===== config.mk =====
export PLATFORM = sky130hd
export DESIGN_NAME = dcdc_clk_monitor_flat
export DESIGN_NICKNAME = d
export VERILOG_FILES = /design/src/rtl/dcdc_clk_monitor_if.sv /design/src/rtl/dcdc_clk_monitor.sv /design/src/flat_wrapper.sv
export SDC_FILE = /design/constraint.sdc
export NUM_CORES = 1
export LEC_CHECK = 0
export ABC_AREA = 1
export BUFFER_PORTS_ARGS = -buffer_cell sky130_fd_sc_hd__buf_2
export CAP_MARGIN = 10
export CORE_MARGIN = 4
export CORE_UTILIZATION = 30
export DETAILED_ROUTE_END_ITERATION = 10
export MAX_ROUTING_LAYER = met4
export PLACE_DENSITY = 0.56
export SYNTH_ARGS = -nofsm -noshare
export SYNTH_HDL_FRONTEND = slang
export SYNTH_SLANG_ARGS = --single-unit

===== constraint.sdc =====
create_clock -name clk -period 2.8 [get_ports clk]
set_input_delay 0.42 -clock clk [delete_from_list [all_inputs] [get_ports clk]]
set_output_delay 0.42 -clock clk [all_outputs]
set_load 0.01 [all_outputs]

===== src/rtl/dcdc_clk_monitor_if.sv =====
// rtl/dcdc_clk_monitor_if.sv - status/feedback bundle between the switching-clock monitor and the housekeeping bank
//   en            monitor enable (driven by the register bank)
//   clk_in        switching-clock feedback pin, asynchronous to the fabric clock
//   period        last measured period in fabric clock cycles
//   high_time     high time of the last measured period
//   period_valid  one-cycle strobe when period/high_time update
//   locked        frequency within tolerance for enough consecutive periods
//   timeout       sticky loss-of-clock flag
interface dcdc_clk_monitor_if #(
    parameter int WIDTH = 9
);
    logic             en;
    logic             clk_in;
    logic [WIDTH-1:0] period;
    logic [WIDTH-1:0] high_time;
    logic             period_valid;
    logic             locked;
    logic             timeout;

    modport master (
        input  en,
        input  clk_in,
        output period,
        output high_time,
        output period_valid,
        output locked,
        output timeout
    );

    modport slave (
        output en,
        output clk_in,
        input  period,
        input  high_time,
        input  period_valid,
        input  locked,
        input  timeout
    );
endinterface


===== src/rtl/dcdc_clk_monitor.sv =====
// rtl/dcdc_clk_monitor.sv - measures DC-DC switching-clock feedback period/high time and reports lock and loss of clock
//   clk   fabric clock
//   rst   synchronous active-high reset
//   bus   dcdc_clk_monitor_if.master: en/clk_in in; period, high_time, period_valid, locked, timeout out
module dcdc_clk_monitor #(
    parameter int DIVIDER    = 100,
    parameter int TOLERANCE  = 4,
    parameter int LOCK_COUNT = 8,
    parameter int TIMEOUT    = 4 * DIVIDER,
    parameter int WIDTH      = $clog2(TIMEOUT + 1)
) (
    input  logic                clk,
    input  logic                rst,
    dcdc_clk_monitor_if.master  bus
);
    localparam int               GW     = $clog2(LOCK_COUNT + 1);
    localparam logic [WIDTH-1:0] TMO    = WIDTH'(TIMEOUT);
    localparam logic [WIDTH-1:0] ONE    = WIDTH'(1);
    localparam logic [WIDTH:0]   DIV_X  = (WIDTH + 1)'(DIVIDER);
    localparam logic [WIDTH:0]   TOL_X  = (WIDTH + 1)'(TOLERANCE);
    localparam logic [GW-1:0]    LOCK_N = GW'(LOCK_COUNT);

    typedef enum logic [1:0] {IDLE, ACQUIRE, MEASURE} state_t;

    state_t           state_q, state_d;
    logic             sync1_q, sync1_d;
    logic             s_q, s_d;
    logic             s_dly_q, s_dly_d;
    logic [WIDTH-1:0] cnt_q, cnt_d;
    logic [WIDTH-1:0] hcnt_q, hcnt_d;
    logic [WIDTH-1:0] h_lat_q, h_lat_d;
    logic [GW-1:0]    good_cnt_q, good_cnt_d;
    logic [WIDTH-1:0] period_q, period_d;
    logic [WIDTH-1:0] high_time_q, high_time_d;
    logic             period_valid_q, period_valid_d;
    logic             locked_q, locked_d;
    logic             timeout_q, timeout_d;

    logic             rise, fall, good;
    logic [WIDTH:0]   cnt_x, diff;

    always_ff @(posedge clk) begin
        if (rst) begin
            state_q        <= IDLE;
            sync1_q        <= 1'b0;
            s_q            <= 1'b0;
            s_dly_q        <= 1'b0;
            cnt_q          <= '0;
            hcnt_q         <= '0;
            h_lat_q        <= '0;
            good_cnt_q     <= '0;
            period_q       <= '0;
            high_time_q    <= '0;
            period_valid_q <= 1'b0;
            locked_q       <= 1'b0;
            timeout_q      <= 1'b0;
        end else begin
            state_q        <= state_d;
            sync1_q        <= sync1_d;
            s_q            <= s_d;
            s_dly_q        <= s_dly_d;
            cnt_q          <= cnt_d;
            hcnt_q         <= hcnt_d;
            h_lat_q        <= h_lat_d;
            good_cnt_q     <= good_cnt_d;
            period_q       <= period_d;
            high_time_q    <= high_time_d;
            period_valid_q <= period_valid_d;
            locked_q       <= locked_d;
            timeout_q      <= timeout_d;
        end
    end

    always_comb begin
        // Two-flop synchronizer plus one delay flop for edge detection
        sync1_d = bus.clk_in;
        s_d     = sync1_q;
        s_dly_d = s_q;
        rise    = s_q & ~s_dly_q;
        fall    = ~s_q & s_dly_q;

        // Distance from the programmed divider; one extra bit keeps the subtraction unsigned
        cnt_x = {1'b0, cnt_q};
        diff  = (cnt_x >= DIV_X) ? (cnt_x - DIV_X) : (DIV_X - cnt_x);
        good  = (diff <= TOL_X);

        state_d        = state_q;
        cnt_d          = rise ? ONE : ((cnt_q == TMO) ? cnt_q : cnt_q + ONE);
        hcnt_d         = rise ? ONE : ((s_q && hcnt_q != TMO) ? hcnt_q + ONE : hcnt_q);
        h_lat_d        = fall ? hcnt_q : h_lat_q;
        good_cnt_d     = good_cnt_q;
        period_d       = period_q;
        high_time_d    = high_time_q;
        period_valid_d = 1'b0;
        locked_d       = locked_q;
        timeout_d      = timeout_q;

        if (!bus.en) begin
            // Disable wins over any edge in the same cycle; measurements are kept for software
            state_d    = IDLE;
            cnt_d      = '0;
            hcnt_d     = '0;
            h_lat_d    = '0;
            good_cnt_d = '0;
            locked_d   = 1'b0;
            timeout_d  = 1'b0;
        end else begin
            case (state_q)
                IDLE: begin
                    state_d = ACQUIRE;
                    cnt_d   = '0;
                    hcnt_d  = '0;
                    h_lat_d = '0;
                end
                ACQUIRE: begin
                    // First rise only restarts the counters; the partial period is dropped
                    if (rise) begin
                        state_d   = MEASURE;
                        timeout_d = 1'b0;
                    end else if (cnt_q == TMO) begin
                        timeout_d  = 1'b1;
                        locked_d   = 1'b0;
                        good_cnt_d = '0;
                    end
                end
                MEASURE: begin
                    // A rise landing on the timeout cycle is measured, not treated as loss of clock
                    if (rise) begin
                        period_d       = cnt_q;
                        high_time_d    = h_lat_q;
                        period_valid_d = 1'b1;
                        if (good) begin
                            good_cnt_d = (good_cnt_q == LOCK_N) ? good_cnt_q : good_cnt_q + GW'(1);
                            locked_d   = (good_cnt_d == LOCK_N);
                        end else begin
                            good_cnt_d = '0;
                            locked_d   = 1'b0;
                        end
                    end else if (cnt_q == TMO) begin
                        state_d    = ACQUIRE;
                        timeout_d  = 1'b1;
                        locked_d   = 1'b0;
                        good_cnt_d = '0;
                    end
                end
                default: state_d = IDLE;
            endcase
        end
    end

    assign bus.period       = period_q;
    assign bus.high_time    = high_time_q;
    assign bus.period_valid = period_valid_q;
    assign bus.locked       = locked_q;
    assign bus.timeout      = timeout_q;
endmodule


===== src/flat_wrapper.sv =====
// flat-port wrapper written by rule: the top's interface ports become plain ports
module dcdc_clk_monitor_flat 
#(
    parameter int DIVIDER    = 100,
    parameter int TOLERANCE  = 4,
    parameter int LOCK_COUNT = 8,
    parameter int TIMEOUT    = 4 * DIVIDER,
    parameter int WIDTH      = $clog2(TIMEOUT + 1)
)
  (clk, rst, bus_en, bus_clk_in, bus_period, bus_high_time, bus_period_valid, bus_locked, bus_timeout);
  dcdc_clk_monitor_if #(.WIDTH(WIDTH)) bus_i ();
  input  logic clk;
  input  logic rst;
  input wire logic [$bits(bus_i.en)-1:0] bus_en;
  input wire logic [$bits(bus_i.clk_in)-1:0] bus_clk_in;
  output wire logic [$bits(bus_i.period)-1:0] bus_period;
  output wire logic [$bits(bus_i.high_time)-1:0] bus_high_time;
  output wire logic [$bits(bus_i.period_valid)-1:0] bus_period_valid;
  output wire logic [$bits(bus_i.locked)-1:0] bus_locked;
  output wire logic [$bits(bus_i.timeout)-1:0] bus_timeout;
  assign bus_i.en = bus_en;
  assign bus_i.clk_in = bus_clk_in;
  assign bus_period = bus_i.period;
  assign bus_high_time = bus_i.high_time;
  assign bus_period_valid = bus_i.period_valid;
  assign bus_locked = bus_i.locked;
  assign bus_timeout = bus_i.timeout;
  dcdc_clk_monitor #(.DIVIDER(DIVIDER), .TOLERANCE(TOLERANCE), .LOCK_COUNT(LOCK_COUNT), .TIMEOUT(TIMEOUT), .WIDTH(WIDTH)) u_core (.clk(clk), .rst(rst), .bus(bus_i));
endmodule

* After elaboration in Yosys (flattened, before gate mapping)
Index checks and enable logic that the tools add are counted.
** Word-level totals
- Register bits :: 57
- Word-level logic and storage cells :: 76
** Cells by class
- Add/sub/neg operators :: 5
- Order comparisons :: 2
- Equality and inequality tests :: 11
- Multiplexer cells :: 25
- Bitwise gates (word level) :: 6
- Reductions and logical operators :: 12
** Operators by type and width (number)
- two-way mux 4 bit :: 5
- adder 9 x 1 -> 9 bit, second input constant :: 2
- two-way mux 1 bit :: 12
- less-or-equal comparator 10 x 3 -> 1 bit, second input constant :: 1
- two-way mux 10 bit :: 1
- subtractor 7 x 9 -> 10 bit, first input constant :: 1
- subtractor 9 x 7 -> 10 bit, second input constant :: 1
- == test 9 bit, second input constant :: 1
- >= comparator 9 x 7 -> 1 bit, second input constant :: 1
- != test 9 bit, second input constant :: 1
- == test 4 bit, second input constant :: 2
- case mux 4 bit (2 select lines) :: 1
- two-way mux 2 bit :: 3
- != test 2 x 1 -> 1 bit, second input constant :: 3
- case mux 2 bit (3 select lines) :: 1
- AND reduction 3 bit :: 2
- OR reduction 3 bit :: 2
- adder 4 x 1 -> 4 bit, second input constant :: 1
- != test 2 bit, second input constant :: 2
- inverter 1 bit :: 4
- case mux 1 bit (2 select lines) :: 2
- AND reduction 2 bit :: 2
- nonzero test 2 bit :: 2
- OR reduction 4 bit :: 1
- other kinds (6) :: 7

* Logic depth before layout (Yosys ltp)
Gate-level depths: netlist (run 1).
- Word-level depth :: 6
- Depth in mapped cells :: 13
- Gate-level depth less buffers :: 13

* Worst setup path before layout (run 1)
No wires, ideal clock.
- Path kind :: flip-flop to flip-flop
- From :: register u_core.cnt_q[2]
- To :: register u_core.cnt_q[7]
- Setup time :: 0.119 ns
- Data arrival time :: 1.495 ns
- Data required time :: 2.681 ns
- Slack :: 1.186 ns
- Stages on the path, launching flop included :: 11
- Buffers on the path :: 0
- Clock period less this slack :: 1.614 ns
- Cell sequence :: dfxtp_1 > inv_1 > ha_1 > nand3_1 > nor2_4 > inv_2 > nand2_1 > nor2_2 > nand2_1 > o21ai_1 > a21oi_1
** On the way
- Longest elaborated chain between the ends :: 1
- Elaborated cells between the ends (all ways) :: 2
- Classes of those cells :: 1 x add/sub; 1 x eq/ne
** RTL lines
- start: declaration :: RTL line dcdc_clk_monitor.sv:29 : logic [WIDTH-1:0] cnt_q, cnt_d;
- start signal: assignment :: RTL line dcdc_clk_monitor.sv:62 : cnt_q <= cnt_d;
- adder 9 x 1 -> 9 bit / == test 9 bit (equally long branches) :: RTL line dcdc_clk_monitor.sv:88 : cnt_d = rise ? ONE : ((cnt_q == TMO) ? cnt_q : cnt_q + ONE);
Several ways; a longest one is shown, not always the timed one.
A chain may end at the register's enable or synchronous reset.

* Worst setup path in the final report (run 1)
Same ends and word-level chain as after synthesis.

==> impl_metrics.toml, run 1 <==
[clock_tree]
cts_setup_buffers = 0
clk-insertion-delay-late_ns = 0.34
clk_root_buffer_cell = "sky130_fd_sc_hd__clkbuf_8"
cts_max_path_buffers = 2
clock_sinks = 57
ctsHtreeMaxLevel = 3
clkTransAtPathRegs_ns = 0.07
cts_tree = "done"
postCtsHoldBufs = 0
postCtsResizedCells = 0
cts-buffers-inserted = 9

[cells_and_area]
post-route-util_pct = 35.0
num_antenna_cells = 0
instances_no_fill = 532
mostFrequentLayoutCells = "sky130_fd_sc_hd__dfxtp_1, sky130_fd_sc_hd__nand2_1, sky130_fd_sc_hd__inv_1, sky130_fd_sc_hd__nor2_1, sky130_fd_sc_hd__a21oi_1"
multi_input_area_um2 = 1410
layout-drive-gt1-share_pct = 20.1
area.growth.synth_to_final_pct = 13.9
fill_cells = 997
final_nets = 411
most_common_cell_after_layout_fill_and_taps_aside = "sky130_fd_sc_hd__dfxtp_1"
ff_latch_area_um2 = 1140

[synthesis]
synth-warning-count = 0
ys_types = 35
synth_seq_area_share_pct = 40.1
count_of_state_elements_after_synthesis = 57
syn-cell-area_um2 = 2840
synthesis.instances = 370
synth_async_sr_flop_share_pct = 0
synth-main-ff-cell = "sky130_fd_sc_hd__dfxtp_1"
synth_enable_flop_cells = 0
synthesis.area_per_instance_um2 = 7.69
mappedNetlistNets = 383

[worst_setup_path]
crit_required_ns = 3.04
timing.reg2reg.setup_slack_ns = 0.93
endpoint_kind = "flop"
cp.arrival_ns = 2.11
worstPathCellList = "inv_1 > ha_1 > nand3_1 > nor2_4 > inv_2 > nand2_1 > nor2_2 > nand2_1 > o21ai_1 > a21oi_1"
worstRegToRegCells = 10
slowest_delay_ns = 0.49
crit_path_top_delay_cell = "sky130_fd_sc_hd__dfxtp_1"
critPathMaxFanout = 9
crit_type = "flop to flop"
critical-path-top-cell-by-count = "sky130_fd_sc_hd__nand2_1"
start_kind = "flop"

[power_and_ir_drop]
p_leak_nw = 1.34
power-per-cell-area_nw_per_um2 = 486
ir_worst_vdd_mv = 0.267
report.power.total_mw = 1.57

[run_status]
outcome = "finished, final reports clean"

[die]
boundaryPins = 25
floorplan.initialDensity_pct = 30.8
die_y_um = 105
design.die.area_um2 = 11100
dieWidth_um = 105
core.rowCount = 35
design.core.area_um2 = 9240

[placement]
detailedPlace.worstSlack_ns = 0.952
gp_congestion = 0.935
place.detailed.instances = 516
place_hpwl_mm = 4.76
io_buffer_count = 24

[job]
maxCapViolCount = 0

[sta]
accumulated_negative_setup_slack_ns = 0
clock-skew-final_ns = 0.0107
finalMaxSlewViolations = 0
worst_slew_pin_slew_ns = 0.544
setup_viol = 0
timing.final.hold_violations = 0
worst_max_slew_margin_expressed_relative_to_the_limit_pct = 63.7
min_period_over_period_pct = 66.7
final_critical_path_setup_slack_ns = 0.933
grt_setup_unrepaired = "false"
maximum_operating_frequency_mhz = 536
fin_crit_ns = 1.87

[detailed_routing]
remaining_drc_errors = 0
routed_wirelength_mm = 6.39
routed_wire_length_per_instance_um = 12.0
drt_iter0_markers = 101
vias_per_cell = 4.61
via_count = 2453
drt.antenna.violating_nets = 0
1st_pass_router_iterations = 4

[hold_path]
hold_path_class = "primary input to flop"
min_delay_path_depth = 3

[grt]
overflow = 0
grt_overall_usage_pct = 12.6
grt_pass1_wl_mm = 11.1
grt_start_max_net_pins = 19
number_of_antenna_violations_at_the_first_check_in_global_routing = 0
grt_pass1_vias = 2399
==> cells in the mapped netlist (7+ instances only) <==
master / n / area share (%)
sky130_fd_sc_hd__a21oi_1: 34 / 6.0
sky130_fd_sc_hd__a21oi_2: 12 / 3.7
sky130_fd_sc_hd__dfxtp_1: 57 / 40
sky130_fd_sc_hd__ha_1: 9 / 4.0
sky130_fd_sc_hd__inv_1: 42 / 5.5
sky130_fd_sc_hd__inv_2: 10 / 1.3
sky130_fd_sc_hd__nand2_1: 47 / 6.2
sky130_fd_sc_hd__nand3_1: 13 / 2.3
sky130_fd_sc_hd__nand4_1: 11 / 2.4
sky130_fd_sc_hd__nor2_1: 41 / 5.4
sky130_fd_sc_hd__o21ai_0: 27 / 4.8
sky130_fd_sc_hd__o21ai_1: 21 / 3.7
sky130_fd_sc_hd__xor2_1: 7 / 2.2
==> worst paths after layout <==
path                                      start               to
worst max-delay path            u_core.cnt_q[2]  u_core.cnt_q[7]
worst min-delay path                 bus_clk_in       u_core.s_d
worst min register to register       u_core.s_d   u_core.s_dly_d
worst max register to register  u_core.cnt_q[2]  u_core.cnt_q[7]
==> report_power, final <==
| part | total [mW] | switching, mW | internal [mW] |
|---|---|---|---|
| clock network | 0.705 | 0.337 | 0.367 |
| registers | 0.820 | 0.00384 | 0.816 |
| logic | 0.0486 | 0.0353 | 0.0133 |
==> critical path: cells and delay by family (launching register included) <==
family,cells,cell delay (ns)
compound gates,2,0.20
fa+ha+maj,1,0.27
buf+inv,2,0.24
flops,1,0.49
simple gates,5,0.57
==> stage by stage <==
| stage | hold slack (ns) | instance area [um^2] |
|---|---|---|
| after floorplan | 0.388 | 2840 |
| after global placement | 0.396 | 3060 |
| after detailed placement | 0.393 | 3060 |
| after CTS | 0.271 | 3240 |
| after global routing | 0.288 | 3240 |
| final | 0.281 | 3240 |
==> layout make-up <==
cell class | count | share of cell area, %
well taps | 129 | 4.98
repair buffers | 25 | 3.94
flip-flops and latches | 57 | 35.2
clock inverters | 4 | 0.850
clock buffers | 12 | 4.79
multi-input cells | 249 | 43.4
inverters | 56 | 6.80
==> cells by family after synthesis <==
group | synth area share [%]
compound gates | 20.5
xor+xnor | 2.16
fa+ha+maj | 3.96
buf+inv | 10.5
flops | 40.1
simple gates | 22.8
==> sequential cells by signal, summed over array words and instances (netlist names) <==
signal                   flops
u_core.h_lat_q               9
u_core.cnt_q                 9
u_core.good_cnt_q            4
u_core.bus.period_valid      1
u_core.s_dly_d               1
u_core.bus.period            9
u_core.hcnt_q                9
u_core.s_dly_q               1
u_core.bus.high_time         9
u_core.bus.locked            1
u_core.s_d                   1
u_core.state_q               2
u_core.bus.timeout           1
==> metal layers <==
layer	up-vias	share of wire, %	global-route usage (%)
met1	1110	47	14.6
met2	47	47	20.9
met4	0	1.6	3.84
met5	-	0	-
li1	1285	-	-
met3	11	4.6	4.04
Note: power is estimated with default switching activity, not from simulation.
==> run 2: changes to the inputs <==
Settings changed: PLACE_DENSITY 0.56 to 0.57.
Clock period 2.8 ns to 1.5 ns, I/O delays scaled along.
==> run 2 against run 1 <==
Net effect: via count increased by 6.2%; flip-flop and latch count stayed put; critical path depth stayed put; clock power is 140% higher; register-to-register slack worse by 0.89 ns; utilization grew 4.9 points; worst setup slack worse by 0.89 ns.
==> impl_metrics.toml, run 2 (synthesis results as in run 1) <==
[worst_setup_path]
timing.reg2reg.setup_slack_ns = 0.04
critical_path.n_buffers_inverters = 1
cp.arrival_ns = 1.73
crit_path_cell_count = 10
slowest_delay_ns = 0.37
start_kind = "flop"
worstPathCellList = "inv_4 > ha_4 > nand2_4 > a21oi_4 > nand3_1 > nor2_1 > nand2_1 > nand2_2 > nand4_1 > a21oi_1"
critPathMaxFanout = 5
crit_type = "flop to flop"
worstRegToRegCells = 10
crit_required_ns = 1.77
crit_path_top_delay_cell = "sky130_fd_sc_hd__dfxtp_4"
cell_type_group_with_the_largest_total_delay_on_the_critical_path = "simple AND/OR/NAND/NOR gates"
regToRegEndpoint = "u_core.good_cnt_q[2]"
endpoint_kind = "flop"
r2r_start = "u_core.cnt_q[2]"

[die]
design.die.area_um2 = 11100
die_y_um = 105
boundaryPins = 25
design.core.area_um2 = 9240
dieWidth_um = 105
core.rowCount = 35
floorplan.initialDensity_pct = 30.8

[power_and_ir_drop]
ir_worst_vdd_mv = 0.676
p_leak_nw = 1.58
power-per-cell-area_nw_per_um2 = 894

[placement]
place.detailed.instances = 553
gp_congestion = 0.890
place_hpwl_mm = 5.14
io_buffer_count = 24
dpl-instance-area_um2 = 3360

[clock_tree]
clk-insertion-delay-late_ns = 0.34
cts_tree = "done"
clkTransAtPathRegs_ns = 0.08
ctsHtreeMaxLevel = 3
cts_max_path_buffers = 2
cts-buffers-inserted = 9
cts_setup_buffers = 0
clock_sinks = 57
clk_root_buffer_cell = "sky130_fd_sc_hd__clkbuf_8"

[grt]
grt_pass1_vias = 2471
number_of_antenna_violations_at_the_first_check_in_global_routing = 0
grt_overall_usage_pct = 13.3
overflow = 0
grt_start_max_net_pins = 23
grt_pass1_wl_mm = 11.8

[hold_path]
min_delay_path_depth = 3
worst_hold_startpoint = "bus_clk_in"
hold_path_class = "primary input to flop"
timing.hold.worst_endpoint = "u_core.s_d"

[job]
maxCapViolCount = 0

[cells_and_area]
final_nets = 448
most_common_cell_after_layout_fill_and_taps_aside = "sky130_fd_sc_hd__dfxtp_1"
layout-drive-gt1-share_pct = 33.0
multi_input_area_um2 = 1490
instances_no_fill = 569
area.growth.synth_to_final_pct = 29.7
ff_latch_area_um2 = 1150
final_cell_area_um2 = 3690
mostFrequentLayoutCells = "sky130_fd_sc_hd__dfxtp_1, sky130_fd_sc_hd__nand2_1, sky130_fd_sc_hd__nor2_1, sky130_fd_sc_hd__inv_1, sky130_fd_sc_hd__buf_4"
fill_cells = 956
post-route-util_pct = 39.9
num_antenna_cells = 0

[sta]
worst_max_slew_margin_expressed_relative_to_the_limit_pct = 80.3
finalMaxSlewViolations = 0
grt_setup_unrepaired = "true"
timing.final.hold_violations = 0
clock-skew-final_ns = 0.0100
worst_slew_pin_slew_ns = 0.295
fin_crit_ns = 1.46
accumulated_negative_setup_slack_ns = 0
maximum_operating_frequency_mhz = 687
min_period_over_period_pct = 97.0
setup_viol = 0

[detailed_routing]
remaining_drc_errors = 0
routed_wirelength_mm = 6.81
routed_wire_length_per_instance_um = 12.0
1st_pass_router_iterations = 4
vias_per_cell = 4.58
via_count = 2605
drt.antenna.violating_nets = 0
drt_iter0_markers = 98

[run_status]
outcome = "finished, final reports clean"
## run 2: cell type report
type	count	share of cell area [%]
Clock inverter	7	2.78
Inverter	56	6.17
Multi-Input combinational cell	249	40.5
Timing Repair Buffer	62	11.7
Tap cell	129	4.37
Clock buffer	9	3.36
Sequential cell	57	31.2
## run 2: layer usage
layer / up-vias / routed length [um] / GRT usage [%]
met5: - / 0 / -
met4: 0 / 54 / 4.78
met3: 6 / 269 / 3.25
met2: 51 / 3270 / 20.6
met1: 1189 / 3210 / 16.8
li1: 1359 / - / -
## run 2: worst max path at each step
stage | startpoint | endpoint | slack (ns)
5_1_grt | u_core.cnt_q[7] | u_core.good_cnt_q[2] | -0.12
6_report | u_core.cnt_q[2] | u_core.good_cnt_q[2] | 0.04
3_3_place_gp | u_core.cnt_q[0] | u_core.cnt_q[7] | -0.02
3_5_place_dp | u_core.cnt_q[0] | u_core.cnt_q[7] | -0.03
4_1_cts | u_core.cnt_q[0] | u_core.good_cnt_q[2] | 0.006
2_1_floorplan | u_core.cnt_q[2] | u_core.cnt_q[7] | 0.01
## run 2: repair_timing
item                                   in CTS  in global routing
endpoints found under the hold margin       0                  0
pin swaps                                   1                 13
gates resized for setup                     5                 27
hold buffers                                0                  0
setup endpoints to repair                   6                 16
## run 2: report_power, final
| part | internal [mW] | switching (mW) | leakage (nW) |
|---|---|---|---|
| clock network | 0.952 | 0.706 | 0.110 |
| registers | 1.52 | 0.00715 | 0.463 |
| logic | 0.0418 | 0.0713 | 1.00 |
| total | 2.51 | 0.784 | 1.58 |
## run 2: per-stage QoR
stage / hold WS, ns / total power [mW] / setup slack (ns)
global placement: 0.402 / 1.67 / -0.0201
detailed placement: 0.402 / 1.68 / -0.0308
finish: 0.0817 / 3.30 / 0.0446
CTS: 0.0680 / 3.34 / 0.00595
floorplan: 0.296 / 1.63 / 0.0117
global route: 0.0690 / 3.44 / -0.115
## run 2: tightest hold or removal path, delay by kind of cell
family / cells / cell delay [ns]
simple gates: 1 / 0.06
buf+inv: 2 / 0.10
==> run 3: changes to the inputs <==
Settings changed: ABC_AREA 1 to not set, PLACE_DENSITY 0.57 to 0.58, RECOVER_POWER set to 50.
==> run 3 against run 2 <==
Net effect: critical endpoint is now u_core.good_cnt_q[0]; register-to-register slack lost 0.25 ns; the flow now finishes with violations (setup timing); utilization grew 0.81 points; wire length shrank 0.44%; clock power shrank 17%; clock-buffer cell count is the same; synthesized area shrank 6.2%; clock skew shrank 0.0021 ns; highest routed layer unchanged; worst hold slack gained 0.024 ns; largest power group is now sequential cells.
==> impl_metrics.toml, run 3 <==
[grt]
grt_start_max_net_pins = 23
grt_pass1_wl_mm = 11.5
number_of_antenna_violations_at_the_first_check_in_global_routing = 0
grt_pass1_vias = 2427
overflow = 0
grt_overall_usage_pct = 14.6

[synthesis]
mappedNetlistNets = 335
synth-warning-count = 0
synth_seq_area_share_pct = 42.8
synth_async_sr_flop_share_pct = 0
syn-cell-area_um2 = 2670
synth_enable_flop_cells = 0
yosys-top-cells-area = "sky130_fd_sc_hd__dfxtp_1, sky130_fd_sc_hd__nand2_1, sky130_fd_sc_hd__a21oi_1"
synthesis.instances = 322
synth_top_cell_by_area = "sky130_fd_sc_hd__dfxtp_1"
synthesis.area_per_instance_um2 = 8.28
synth-main-ff-cell = "sky130_fd_sc_hd__dfxtp_1"
ys_types = 46
yosys-top-cells-count = "sky130_fd_sc_hd__nand2_1, sky130_fd_sc_hd__dfxtp_1, sky130_fd_sc_hd__a21oi_1"
count_of_state_elements_after_synthesis = 57
synthMostInstantiatedCell = "sky130_fd_sc_hd__nand2_1"
yosysTopAreaCellShare_pct = 42.8

[die]
core.rowCount = 34
dieWidth_um = 102
design.die.area_um2 = 10500
boundaryPins = 25
design.core.area_um2 = 8680
die_y_um = 102
floorplan.initialDensity_pct = 30.7

[sta]
timing.final.hold_violations = 0
finalMaxSlewViolations = 0
fin_crit_ns = 1.71
accumulated_negative_setup_slack_ns = -0.995
worst_max_slew_margin_expressed_relative_to_the_limit_pct = 31.2
maximum_operating_frequency_mhz = 585
min_period_over_period_pct = 114
grt_setup_unrepaired = "true"
clock-skew-final_ns = 0.00800
hold_ws_ns = 0.106
worst_slew_pin_slew_ns = 1.03
final_critical_path_setup_slack_ns = -0.210
setup_viol = 7

[run_status]
violations = "setup timing"
outcome = "finished with violations"

[clock_tree]
clk_root_buffer_cell = "sky130_fd_sc_hd__clkbuf_8"
clkTransAtPathRegs_ns = 0.07
clock_sinks = 57
cts_max_path_buffers = 2
cts_tree = "done"
cts-buffers-inserted = 9
clk-insertion-delay-late_ns = 0.34
ctsHtreeMaxLevel = 3

[power_and_ir_drop]
report.power.total_mw = 2.99
p_leak_nw = 1.32
power-per-cell-area_nw_per_um2 = 846
ir_worst_vdd_mv = 0.441

[worst_setup_path]
timing.critical_path.from = "u_core.cnt_q[3]"
r2r_start = "u_core.cnt_q[3]"
crit_type = "flop to flop"
cp.arrival_ns = 1.99
endpoint_kind = "flop"
cell_type_group_with_the_largest_total_delay_on_the_critical_path = "compound AO/OA/AOI/OAI gates"
slowest_delay_ns = 0.49
start_kind = "flop"
worstPathCellList = "inv_4 > ha_4 > or4b_4 > a41oi_4 > o21a_4 > a311o_1"
crit_path_top_delay_cell = "sky130_fd_sc_hd__or4b_4"
critPathMaxFanout = 7
crit_required_ns = 1.78
critical_path.n_buffers_inverters = 1
timing.reg2reg.setup_slack_ns = -0.21

[detailed_routing]
via_count = 2443
drt.antenna.violating_nets = 0
routed_wirelength_mm = 6.78
drt_iter0_markers = 165
remaining_drc_errors = 0
routed_wire_length_per_instance_um = 13.3
1st_pass_router_iterations = 4
vias_per_cell = 4.79

[placement]
gp_congestion = 0.863
place_hpwl_mm = 4.88
detailedPlace.worstSlack_ns = -0.267
dpl-instance-area_um2 = 3300
io_buffer_count = 24

[cells_and_area]
final_nets = 411
most_common_cell_after_layout_fill_and_taps_aside = "sky130_fd_sc_hd__nand2_1"
mostFrequentLayoutCells = "sky130_fd_sc_hd__nand2_1, sky130_fd_sc_hd__buf_4, sky130_fd_sc_hd__dfxtp_1, sky130_fd_sc_hd__a21oi_1, sky130_fd_sc_hd__nor2_1"
num_antenna_cells = 0
area.growth.synth_to_final_pct = 32.6
layout-drive-gt1-share_pct = 25.6
final_cell_area_um2 = 3540

[hold_path]
worst_hold_startpoint = "bus_clk_in"
hold_path_class = "primary input to flop"

[job]
maxCapViolCount = 0
==> run 3: cell types whose count changed after synthesis, sizes merged, moves of 10 or more <==
cell / change
inv: -45
o21ai: -43
nor2: -18
nand2: +16
xnor2: +10
==> run 3: repair_timing <==
item | 4_1_cts | 5_1_grt
endpoints found under the setup margin | 15 | 19
setup buffers | 2 | 2
hold buffers | 0 | 0
gates cloned | 0 | 0
pin swaps | 2 | 7
gates resized for setup | 10 | 7
==> run 3: path summary, 6_finish.rpt <==
kind                          endpoint  cells after the start
setup / recovery  u_core.good_cnt_q[0]                      6
hold / removal              u_core.s_d                      2
setup reg to reg  u_core.good_cnt_q[0]                      6
hold reg to reg         u_core.s_dly_d                      1
==> run 3: kinds of logic after synthesis <==
kind of cell,share of synthesized area [%]
DFF,42.8
muxes,0.750
xor gates and xnor gates,5.91
buffers and inverters,5.11
AOI/OAI and AO/OA,16.0
and+or+nand+nor,25.2
adders and majority gates,4.22
==> run 3: through the flow <==
step	util [%]	cells
final	40.7	510
after global routing	40.7	510
after CTS	40.8	508
after detailed placement	38.0	491
after global placement	38.0	491
after floorplan	-	322
==> run 3: final cells by class <==
cell class / count / area, um^2
clock inverters: 6 / 60.1
well taps: 108 / 135
flip-flops and latches: 57 / 1150
clock buffers: 9 / 124
multi-input cells: 236 / 1480
fillers: 931 / 5140
inverters: 11 / 46.3
repair buffers: 83 / 534
==> run 3: routing by layer <==
metal	GRT usage, %	vias to the layer above	wire length (um)
met3	5.39	13	281
met4	3.23	0	104
met5	-	-	0
li1	-	1244	-
met2	23.5	39	3200
met1	17.6	1147	3190
==> run 3: report_power, final <==
group	switching (mW)	internal (mW)	total, mW
registers	0.00405	1.52	1.52
clock network	0.632	0.747	1.38
logic	0.0524	0.0398	0.0923
total	0.688	2.30	2.99
